## config.mk

```make
export PLATFORM = sky130hd
export DESIGN_NAME = fpu_add_subt_seq_flat
export DESIGN_NICKNAME = d
export VERILOG_FILES = /design/src/rtl/fpu_add_subt_seq_pkg.sv /design/src/rtl/fpu_add_subt_seq_if.sv /design/src/rtl/fpu_align_shifter.sv /design/src/rtl/fpu_add_subt_seq.sv /design/src/flat_wrapper.sv
export SDC_FILE = /design/constraint.sdc
export NUM_CORES = 1
export LEC_CHECK = 0
export BUFFER_PORTS_ARGS = -buffer_cell sky130_fd_sc_hd__buf_4
export CORE_MARGIN = 4
export CORE_UTILIZATION = 55
export CTS_CLUSTER_DIAMETER = 30
export DETAILED_ROUTE_END_ITERATION = 10
export GPL_TIMING_DRIVEN = 0
export PLACE_DENSITY = 0.74
export SLEW_MARGIN = 30
export SYNTH_ARGS = -nofsm -noshare
export SYNTH_HDL_FRONTEND = slang
export SYNTH_SLANG_ARGS = --single-unit
```

## constraint.sdc

```tcl
create_clock -name clk -period 5.8 [get_ports clk]
set_input_delay 1.16 -clock clk [delete_from_list [all_inputs] [get_ports clk]]
set_output_delay 1.16 -clock clk [all_outputs]
set_load 0.05 [all_outputs]
```

## src/rtl/fpu_add_subt_seq_pkg.sv

```systemverilog
// Shared definitions for the sequential single-precision add/subtract unit.
package fpu_add_subt_seq_pkg;

  localparam int EXP_W   = 8;
  localparam int MAN_W   = 23;
  localparam int BIAS    = 127;
  localparam int EXP_MAX = 255;

  typedef enum logic [3:0] {
    ST_IDLE  = 4'd0,
    ST_LOAD  = 4'd1,
    ST_ALIGN = 4'd2,
    ST_ADD   = 4'd3,
    ST_NORM  = 4'd4,
    ST_PACK  = 4'd5,
    ST_READY = 4'd6
  } state_e;

  function automatic logic [31:0] signed_inf(input logic sign);
    return {sign, EXP_W'(EXP_MAX), {MAN_W{1'b0}}};
  endfunction

endpackage

```

## src/rtl/fpu_add_subt_seq_if.sv

```systemverilog
// Operand/result handshake bundle between an initiator and the add/subtract unit.
interface fpu_add_subt_seq_if;
  logic        beg_add_subt;
  logic        ack_add_subt;
  logic        add_subt;
  logic [31:0] Data_X;
  logic [31:0] Data_Y;
  logic        ready_add_subt;
  logic        busy;
  logic [31:0] result;
  logic        overflow_flag;
  logic        underflow_flag;

  modport master (
    output beg_add_subt, ack_add_subt, add_subt, Data_X, Data_Y,
    input  ready_add_subt, busy, result, overflow_flag, underflow_flag
  );

  modport slave (
    input  beg_add_subt, ack_add_subt, add_subt, Data_X, Data_Y,
    output ready_add_subt, busy, result, overflow_flag, underflow_flag
  );
endinterface

```

## src/rtl/fpu_align_shifter.sv

```systemverilog
// Combinational mantissa alignment: right shift, anything of 24 or more clears it.
module fpu_align_shifter (
  input  logic [23:0] mant_i,
  input  logic [7:0]  shamt_i,
  output logic [23:0] mant_o
);

  assign mant_o = (shamt_i >= 8'd24) ? 24'd0 : (mant_i >> shamt_i);

endmodule

```

## src/rtl/fpu_add_subt_seq.sv

```systemverilog
// Multi-cycle IEEE-754 single-precision adder/subtractor, truncating, denormals flushed.
//
// state    | meaning
// ---------+-----------------------------------------------------------
// IDLE     | waiting for beg_add_subt; operands captured on start
// LOAD     | unpack, order operands so A >= B, decide sign and op
// ALIGN    | shift B's mantissa right by the exponent difference
// ADD      | 25-bit add/subtract, renormalise a carry-out
// NORM     | left-shift one bit per cycle until bit 23 set or exp hits 1
// PACK     | register result and exception flags
// READY    | result valid; leave on ack or when beg is withdrawn
module fpu_add_subt_seq
  import fpu_add_subt_seq_pkg::*;
(
  input  logic                 clk,
  input  logic                 reset,
  fpu_add_subt_seq_if.slave    bus
);

  state_e      state_q, state_d;
  logic [31:0] x_q, x_d, y_q, y_d;
  logic        op_q, op_d;
  logic [23:0] ma_q, ma_d, mb_q, mb_d;
  logic [8:0]  exp_q, exp_d;
  logic [7:0]  shamt_q, shamt_d;
  logic        sign_q, sign_d, eff_sub_q, eff_sub_d, inf_q, inf_d, unf_q, unf_d;
  logic [24:0] sum_q, sum_d;
  logic [31:0] result_q, result_d;
  logic        ovf_flag_q, ovf_flag_d, unf_flag_q, unf_flag_d;
  logic        ready_q;

  logic [7:0]  ex, ey;
  logic [23:0] mx, my, mb_aligned;
  logic [24:0] add_raw;
  logic        x_ge_y;

  assign ex     = x_q[30:23];
  assign ey     = y_q[30:23];
  assign mx     = (ex == 8'd0) ? 24'd0 : {1'b1, x_q[22:0]};
  assign my     = (ey == 8'd0) ? 24'd0 : {1'b1, y_q[22:0]};
  assign x_ge_y = {ex, mx} >= {ey, my};
  assign add_raw = eff_sub_q ? ({1'b0, ma_q} - {1'b0, mb_q})
                             : ({1'b0, ma_q} + {1'b0, mb_q});

  fpu_align_shifter u_align (
    .mant_i  (mb_q),
    .shamt_i (shamt_q),
    .mant_o  (mb_aligned)
  );

  // Next-state and datapath updates for the operation sequence.
  always_comb begin
    state_d    = state_q;
    x_d        = x_q;
    y_d        = y_q;
    op_d       = op_q;
    ma_d       = ma_q;
    mb_d       = mb_q;
    exp_d      = exp_q;
    shamt_d    = shamt_q;
    sign_d     = sign_q;
    eff_sub_d  = eff_sub_q;
    inf_d      = inf_q;
    unf_d      = unf_q;
    sum_d      = sum_q;
    result_d   = result_q;
    ovf_flag_d = ovf_flag_q;
    unf_flag_d = unf_flag_q;
    case (state_q)
      ST_IDLE: begin
        if (bus.beg_add_subt) begin
          x_d     = bus.Data_X;
          y_d     = bus.Data_Y;
          op_d    = bus.add_subt;
          state_d = ST_LOAD;
        end
      end
      ST_LOAD: begin
        ma_d      = x_ge_y ? mx : my;
        mb_d      = x_ge_y ? my : mx;
        exp_d     = {1'b0, (x_ge_y ? ex : ey)};
        shamt_d   = x_ge_y ? (ex - ey) : (ey - ex);
        sign_d    = x_ge_y ? x_q[31] : (y_q[31] ^ op_q);
        eff_sub_d = x_q[31] ^ y_q[31] ^ op_q;
        inf_d     = (ex == 8'(EXP_MAX)) || (ey == 8'(EXP_MAX));
        unf_d     = 1'b0;
        state_d   = ST_ALIGN;
      end
      ST_ALIGN: begin
        mb_d    = mb_aligned;
        state_d = ST_ADD;
      end
      ST_ADD: begin
        if (add_raw[24]) begin
          sum_d = add_raw >> 1;
          exp_d = exp_q + 9'd1;
        end else begin
          sum_d = add_raw;
        end
        state_d = ST_NORM;
      end
      ST_NORM: begin
        if (sum_q == 25'd0 || sum_q[23]) begin
          state_d = ST_PACK;
        end else if (exp_q > 9'd1) begin
          sum_d = sum_q << 1;
          exp_d = exp_q - 9'd1;
        end else begin
          unf_d   = 1'b1;
          state_d = ST_PACK;
        end
      end
      ST_PACK: begin
        ovf_flag_d = 1'b0;
        unf_flag_d = 1'b0;
        if (inf_q || exp_q >= 9'(EXP_MAX)) begin
          result_d   = signed_inf(sign_q);
          ovf_flag_d = 1'b1;
        end else if (sum_q == 25'd0) begin
          result_d = 32'h0;
        end else if (unf_q) begin
          result_d   = 32'h0;
          unf_flag_d = 1'b1;
        end else begin
          result_d = {sign_q, exp_q[7:0], sum_q[22:0]};
        end
        state_d = ST_READY;
      end
      ST_READY: begin
        if (bus.ack_add_subt || !bus.beg_add_subt) state_d = ST_IDLE;
      end
      default: state_d = ST_IDLE;
    endcase
  end

  // State, datapath and output registers; synchronous reset aborts any operation.
  always_ff @(posedge clk) begin
    if (reset) begin
      state_q    <= ST_IDLE;
      x_q        <= '0;
      y_q        <= '0;
      op_q       <= 1'b0;
      ma_q       <= '0;
      mb_q       <= '0;
      exp_q      <= '0;
      shamt_q    <= '0;
      sign_q     <= 1'b0;
      eff_sub_q  <= 1'b0;
      inf_q      <= 1'b0;
      unf_q      <= 1'b0;
      sum_q      <= '0;
      result_q   <= '0;
      ovf_flag_q <= 1'b0;
      unf_flag_q <= 1'b0;
      ready_q    <= 1'b0;
    end else begin
      state_q    <= state_d;
      x_q        <= x_d;
      y_q        <= y_d;
      op_q       <= op_d;
      ma_q       <= ma_d;
      mb_q       <= mb_d;
      exp_q      <= exp_d;
      shamt_q    <= shamt_d;
      sign_q     <= sign_d;
      eff_sub_q  <= eff_sub_d;
      inf_q      <= inf_d;
      unf_q      <= unf_d;
      sum_q      <= sum_d;
      result_q   <= result_d;
      ovf_flag_q <= ovf_flag_d;
      unf_flag_q <= unf_flag_d;
      ready_q    <= (state_d == ST_READY);
    end
  end

  assign bus.ready_add_subt = ready_q;
  assign bus.busy           = (state_q != ST_IDLE);
  assign bus.result         = result_q;
  assign bus.overflow_flag  = ovf_flag_q;
  assign bus.underflow_flag = unf_flag_q;

endmodule

```

## src/flat_wrapper.sv

```systemverilog
// flat-port wrapper written by rule: the top's interface ports become plain ports
module fpu_add_subt_seq_flat import fpu_add_subt_seq_pkg::*;
  (clk, reset, bus_beg_add_subt, bus_ack_add_subt, bus_add_subt, bus_Data_X, bus_Data_Y, bus_ready_add_subt, bus_busy, bus_result, bus_overflow_flag, bus_underflow_flag);
  fpu_add_subt_seq_if bus_i ();
  input  logic clk;
  input  logic reset;
  input wire logic [$bits(bus_i.beg_add_subt)-1:0] bus_beg_add_subt;
  input wire logic [$bits(bus_i.ack_add_subt)-1:0] bus_ack_add_subt;
  input wire logic [$bits(bus_i.add_subt)-1:0] bus_add_subt;
  input wire logic [$bits(bus_i.Data_X)-1:0] bus_Data_X;
  input wire logic [$bits(bus_i.Data_Y)-1:0] bus_Data_Y;
  output wire logic [$bits(bus_i.ready_add_subt)-1:0] bus_ready_add_subt;
  output wire logic [$bits(bus_i.busy)-1:0] bus_busy;
  output wire logic [$bits(bus_i.result)-1:0] bus_result;
  output wire logic [$bits(bus_i.overflow_flag)-1:0] bus_overflow_flag;
  output wire logic [$bits(bus_i.underflow_flag)-1:0] bus_underflow_flag;
  assign bus_i.beg_add_subt = bus_beg_add_subt;
  assign bus_i.ack_add_subt = bus_ack_add_subt;
  assign bus_i.add_subt = bus_add_subt;
  assign bus_i.Data_X = bus_Data_X;
  assign bus_i.Data_Y = bus_Data_Y;
  assign bus_ready_add_subt = bus_i.ready_add_subt;
  assign bus_busy = bus_i.busy;
  assign bus_result = bus_i.result;
  assign bus_overflow_flag = bus_i.overflow_flag;
  assign bus_underflow_flag = bus_i.underflow_flag;
  fpu_add_subt_seq u_core (.clk(clk), .reset(reset), .bus(bus_i));
endmodule
```

Word level (Yosys, flattened, before mapping)
Index checks and enable logic that the tools add are counted. W data, S select, Z words.

$add $sub $neg: 6. Multipliers: 0. Divide/modulo/power cells: 0. Magnitude comparators: 4. Eq/ne operators: 13. Shifts and indexed selects: 1. Mux-type cells: 33. Bitwise logic cells: 3. Reduce and logical (&&, ||, !) cells: 18.

Operators with widths (count): $mux W24 (6); $mux W32 (3); $mux W25 (3); $pmux W25 S2 (1); $pmux W24 S2 (1); $ge A32 B32 Y1 (1); $pmux W4 S7 (1); $mux W9 (3); $pmux W9 S3 (1); $add A24 B24 Y25 (1); $logic_not A25 Y1 (1); $sub A24 B24 Y25 (1); $shr A24 B8 Y24 (1); $eq A4 B3 Y1 const B (4); $eq A8 B8 Y1 const B (2); $logic_not A8 Y1 (2); $mux W4 (4); $mux W8 (2); $sub A8 B8 Y8 (2); $add A9 B1 Y9 const B (1); $ge A9 B8 Y1 const B (1); $gt A9 B1 Y1 const B (1); $sub A9 B1 Y9 const B (1); $eq A4 B2 Y1 const B (2); 16 further kinds (32).

Bits in registers: 198. Bits in latches: 0. Memory bits (writable): 0. ROM bits: 0. Output and inout port bits: 36. Logic and storage cells: 95. Memories kept: 0.

Longest topological paths before layout
Depth in word-level cells: 5. Gate-level depth with buffers: 19.

By module
A second synthesis with hierarchy kept.

Cells, all modules: 1731. Area total of the unflattened synthesis: 13205.2 µm².

Modules (own cells, without submodules): fpu_add_subt_seq (instances 1, cells each 1559, area an instance 11865.1 µm²); fpu_align_shifter (instances 1, cells each 172, area an instance 1340.0 µm²).

Worst setup path after synthesis
OpenSTA, ideal clock, no wires.

Kind: register -> register. Start: register u_core.mb_q[2]. End: register u_core.exp_q[5]. Setup time: 0.128 ns. Arrival: 3.939 ns. Path slack: 1.733 ns. Cell stages (with the launch flop): 19. Clock period less this slack: 4.067 ns. Cell sequence: dfxtp_1 buf_6 or4_4 nor4_1 nand2_1 nor3_1 nor2_1 xnor2_1 ha_1 a21oi_1 o21ai_0 a211oi_1 o21ai_0 a41oi_4 xnor2_4 o21ai_2 buf_4 mux2i_1 nor2_1.

Word-level cells in the longest chain between the ends: 4. Elaborated cells on any way between the ends: 5. Those cells by class: add/sub: 2; eq/ne: 1; mux: 1; reduce/logical: 1.

Ends and longest elaborated chain: from (decl) (line fpu_add_subt_seq.sv:23) `logic [23:0] ma_q, ma_d, mb_q, mb_d;`; from (signal assigned) (line fpu_add_subt_seq.sv:162) `mb_q <= mb_d;`; $add A24 B24 Y25 / $sub A24 B24 Y25 (equally long branches) (line fpu_add_subt_seq.sv:43, fpu_add_subt_seq.sv:42); $mux W25 (*) (line fpu_add_subt_seq.sv:42) `assign add_raw = eff_sub_q ? ({1'b0, ma_q} - {1'b0, mb_q})`; $ne A2 B1 Y1 (no line) (*); $reduce_and A4 Y1 (no line) (*); to (signal assigned) (line fpu_add_subt_seq.sv:163) `exp_q <= exp_d;`; to (decl) (line fpu_add_subt_seq.sv:24) `logic [8:0] exp_q, exp_d;`.

Every way passes the cells marked *; elsewhere a longest branch is shown, timed or not. A chain may end at the register's enable or synchronous reset.

Worst setup path after layout
Start: register u_core.mb_q[3]. End: register u_core.exp_q[2].

Same word-level chain as after synthesis.

==> results.cfg <==
[setup_path]
crit-reg2reg-capture = u_core.exp_q[2]
max_stage_delay_ps = 540
critPathArrivalTime_ps = 5390
r2r.worst_path.cells = 18
required_ps = 6150
worstSetupPathType = flop to flop
cell_breakdown_of_the_critical_path = clkbuf_1 > or4_4 > nor4_1 > nand2_1 > nor2_1 > nor2_1 > xnor2_1 > ha_1 > nand2_1 > o21ai_0 > a211oi_1 > o21ai_0 > a41oi_4 > xnor2_4 > o21ai_2 > buf_4 > nor2_1 > a211oi_1
worstPathMaxFanout = 10
regToRegStartpoint = u_core.mb_q[3]
crit_path_top_delay_cell = sky130_fd_sc_hd__nor4_1
critPathBufInv = 2
reg2reg_slack_ps = 750
critical-path-top-cell-by-count = sky130_fd_sc_hd__nor2_1
timing.critical_path.to_type = flop
cpLargestDelayFamily = simple AND/OR/NAND/NOR gates
critical_path.startpoint_type = flop

[die]
initial_utilization_pct = 55.6
floorplan.core_area_sq_um = 23400
floorplan.die_area_sq_um = 26200
floorplan.rows = 56
pin_count = 105
dieHeight_microns = 162
die_width_microns = 162

[route]
drt_iter0_drc = 1574
viasPerCell = 6.22
dr.pass1.iters = 6
drt_drc_violations_left = 0
antenna_left = 0
route.vias.total = 13700
routed_wl_mm = 44.2
wirelength_per_cell_microns = 20.1

[global_route]
overflow = 0
grt_antenna_before_repair = 0
grt_use_total_pct = 32.9
largest_net_degree_at_the_start_of_global_routing = 20
grt_first_pass_wirelength_mm = 69.2
first_global_vias = 12700

[cts]
cts.repair_timing.setup_buffer_count = 0
clkSinkCount = 198
cts.repair.resized = 0
cts_buffers = 17
tritoncts = done
post_cts_hold_buffer_count = 0
cts.reportedPaths.clkPinSlew_ps = 80
h-tree-depth = 4
number_of_buffers_on_the_longest_clock_path = 2
clock_latency_ps = 440
cts.root.buffer_cell = sky130_fd_sc_hd__clkbuf_16

[synth]
syn-mean-instance-area_sq_um = 7.47
async_s_r_ff_share_synth_pct = 0
synthDistinctLibCells = 79
number_of_instances_in_the_synthesized_netlist = 1743
postSynth.topFlopCell = sky130_fd_sc_hd__dfxtp_1
synth_top_cell_area_share_pct = 30.4
yosysSeqAreaShare_pct = 30.4
ys.warnings.count = 0
synth_enable_flop_cells = 0
netlist.top_cell.by_area = sky130_fd_sc_hd__dfxtp_1
synth_area_leaders = sky130_fd_sc_hd__dfxtp_1 (30%), sky130_fd_sc_hd__nand2_1 (7.4%), sky130_fd_sc_hd__a21oi_1 (6.7%)
synthesis.nets = 1883
post_synth_instance_area_sq_um = 13000
synth_seq_cells = 198

[placed_design]
placement.io_buffers = 104
post-dp-hpwl_mm = 35.0
post-place-ws_ps = 878
gp_routability_congestion = 0.955

[finish]
finish.utilization_pct = 63.1
share_of_final_layout_standard_cells_stronger_than_drive_strength_1_pct = 10.0
most-common-layout-cells = sky130_fd_sc_hd__nand2_1 (258), sky130_fd_sc_hd__nor2_1 (206), sky130_fd_sc_hd__dfxtp_1 (198), sky130_fd_sc_hd__a21oi_1 (175)
antenna_cells = 0
commonest_non_fill_non_tap_cell_in_the_layout = sky130_fd_sc_hd__nand2_1
nNetsFinal = 2006
flow.area_growth_from_synthesis_pct = 13.5

[timing]
clock-skew-final_ps = 17.8
final.min_clock_period_ps = 5050
timing.final.setup_violations = 0
final.setup.tns_ps = 0
slew_headroom_pct = 39.3
fin_crit_sh_pct = 87.0
worst-slew-pin-transition_ps = 908
grt_setup_unrepaired = no
setup_ws_ps = 754
final_max_slew_viol_count = 0
fmax_mhz = 198
final_hold_viol_count = 0

[power_and_ir_drop]
power.density_cell_area_nw_per_um2 = 253
power.clock.fraction_pct = 31.3
power.static_leakage_uw = 0.00565
pwr-share-seq_pct = 38.2
maximum_vdd_drop_mv = 0.204
switchingPower_uw = 1360
cellInternalPower_uw = 2380
p_sw_share_pct = 36.3
combinationalPowerShare_pct = 30.5

[min_path]
hold_path_class = flop to flop
min_delay_path_depth = 2
min_from = u_core.x_q[7]
worstHoldEndpoint = u_core.x_q[7]

[outcome]
run_status = completed

[flow_run]
max_cap_violations = 0
-- flip-flops by register name, indices dropped and copies added, names as in the netlist, 4 cells and up --
signal,count
u_core.sum_q,25
u_core.exp_q,9
u_core.y_q,32
u_core.bus.result,32
u_core.x_q,32
u_core.ma_q,24
u_core.state_q,4
u_core.shamt_q,8
u_core.mb_q,24
-- worst register-to-register path: cells and delay by family (launching register included) --
kind	cells	cell delay, ps
adders and majority gates	1	370
xor gates and xnor gates	2	310
and+or+nand+nor	7	1880
AOI/OAI and AO/OA	6	1640
buffers and inverters	2	480
DFF	1	300
-- per-stage QoR --
| stage | hold slack, ps | power [uW] | area (sq um) | std cells |
|---|---|---|---|---|
| 2_1_floorplan | 432 | 2260 | 13000 | 1743 |
| 3_3_place_gp | 438 | 2560 | 14200 | 2166 |
| 3_5_place_dp | 443 | 2570 | 14200 | 2166 |
| 4_1_cts | 453 | 3720 | 14800 | 2197 |
| 5_1_grt | 475 | 3900 | 14800 | 2197 |
| 6_report | 453 | 3740 | 14800 | 2197 |
-- power groups by stage --
| stage | Clock [uW] | Sequential [uW] | Combinational [uW] |
|---|---|---|---|
| final | 1170 | 1430 | 1140 |
| after CTS | 1170 | 1430 | 1120 |
| after floorplan | 0 | 1440 | 814 |
| after global placement | 0 | 1460 | 1100 |
| after global routing | 1220 | 1430 | 1240 |
| after detailed placement | 0 | 1460 | 1110 |
-- synthesized netlist by cell type (all sizes together), types with 4 or more instances --
library cell  number
nand4             16
o31ai              8
or4               10
xnor2             39
a22oi             29
and3              20
nand2            258
mux4               4
o21a               9
o32ai              7
or2                6
and2              26
a31oi             19
ha                68
o22ai             16
a311oi            25
inv               43
buf               25
nor2b             35
dfxtp            198
mux2i             44
a21o               8
xor2              11
nand3             19
o21ai             67
nor3              74
a211oi            37
nor2             207
o211ai            17
o221ai             9
a221oi            10
mux2              11
nor4              18
a211o              6
clkbuf           107
a21oi            175
nand2b            10
-- kinds of logic (layout without fill, tap and decap cells) --
| group | Yosys count | in the layout | synth area share [%] |
|---|---|---|---|
| simple gates | 709 | 709 | 24.6 |
| compound gates | 478 | 478 | 23.9 |
| flops | 198 | 198 | 30.4 |
| buf+inv | 177 | 312 | 5.44 |
| fa+ha+maj | 71 | 71 | 7.00 |
| mux | 59 | 59 | 5.03 |
| xor+xnor | 50 | 50 | 3.51 |
| other cells | 1 | 1 | 0.0288 |
-- layer usage --
layer	GRT usage, %	up-vias	share of wire, %
li1	-	6490	-
met4	9.84	0	3.1
met5	0	-	0
met3	6.70	101	8.5
met1	45.5	6431	44
met2	52.3	650	45
-- worst max path at each step --
stage,start,to,slack (ps),depth (start not counted)
after floorplan,u_core.mb_q[2],u_core.exp_q[5],1730,18
after global placement,u_core.y_q[24],u_core.shamt_q[1],870,17
after detailed placement,u_core.mb_q[3],u_core.exp_q[2],880,18
after CTS,u_core.mb_q[3],u_core.exp_q[2],810,18
after global routing,u_core.mb_q[3],u_core.sum_q[3],250,18
final,u_core.mb_q[3],u_core.exp_q[2],750,18
-- area by class of cell --
cell class,count,area [sq um]
clock inverter,14,139
clock buffer,17,425
multi-input combinational,1368,8360
sequential,198,3960
buffer,132,539
tap,319,399
timing repair buffer,104,781
inverter,45,169
fill,2203,8630
(Power assumes the default switching activity.)
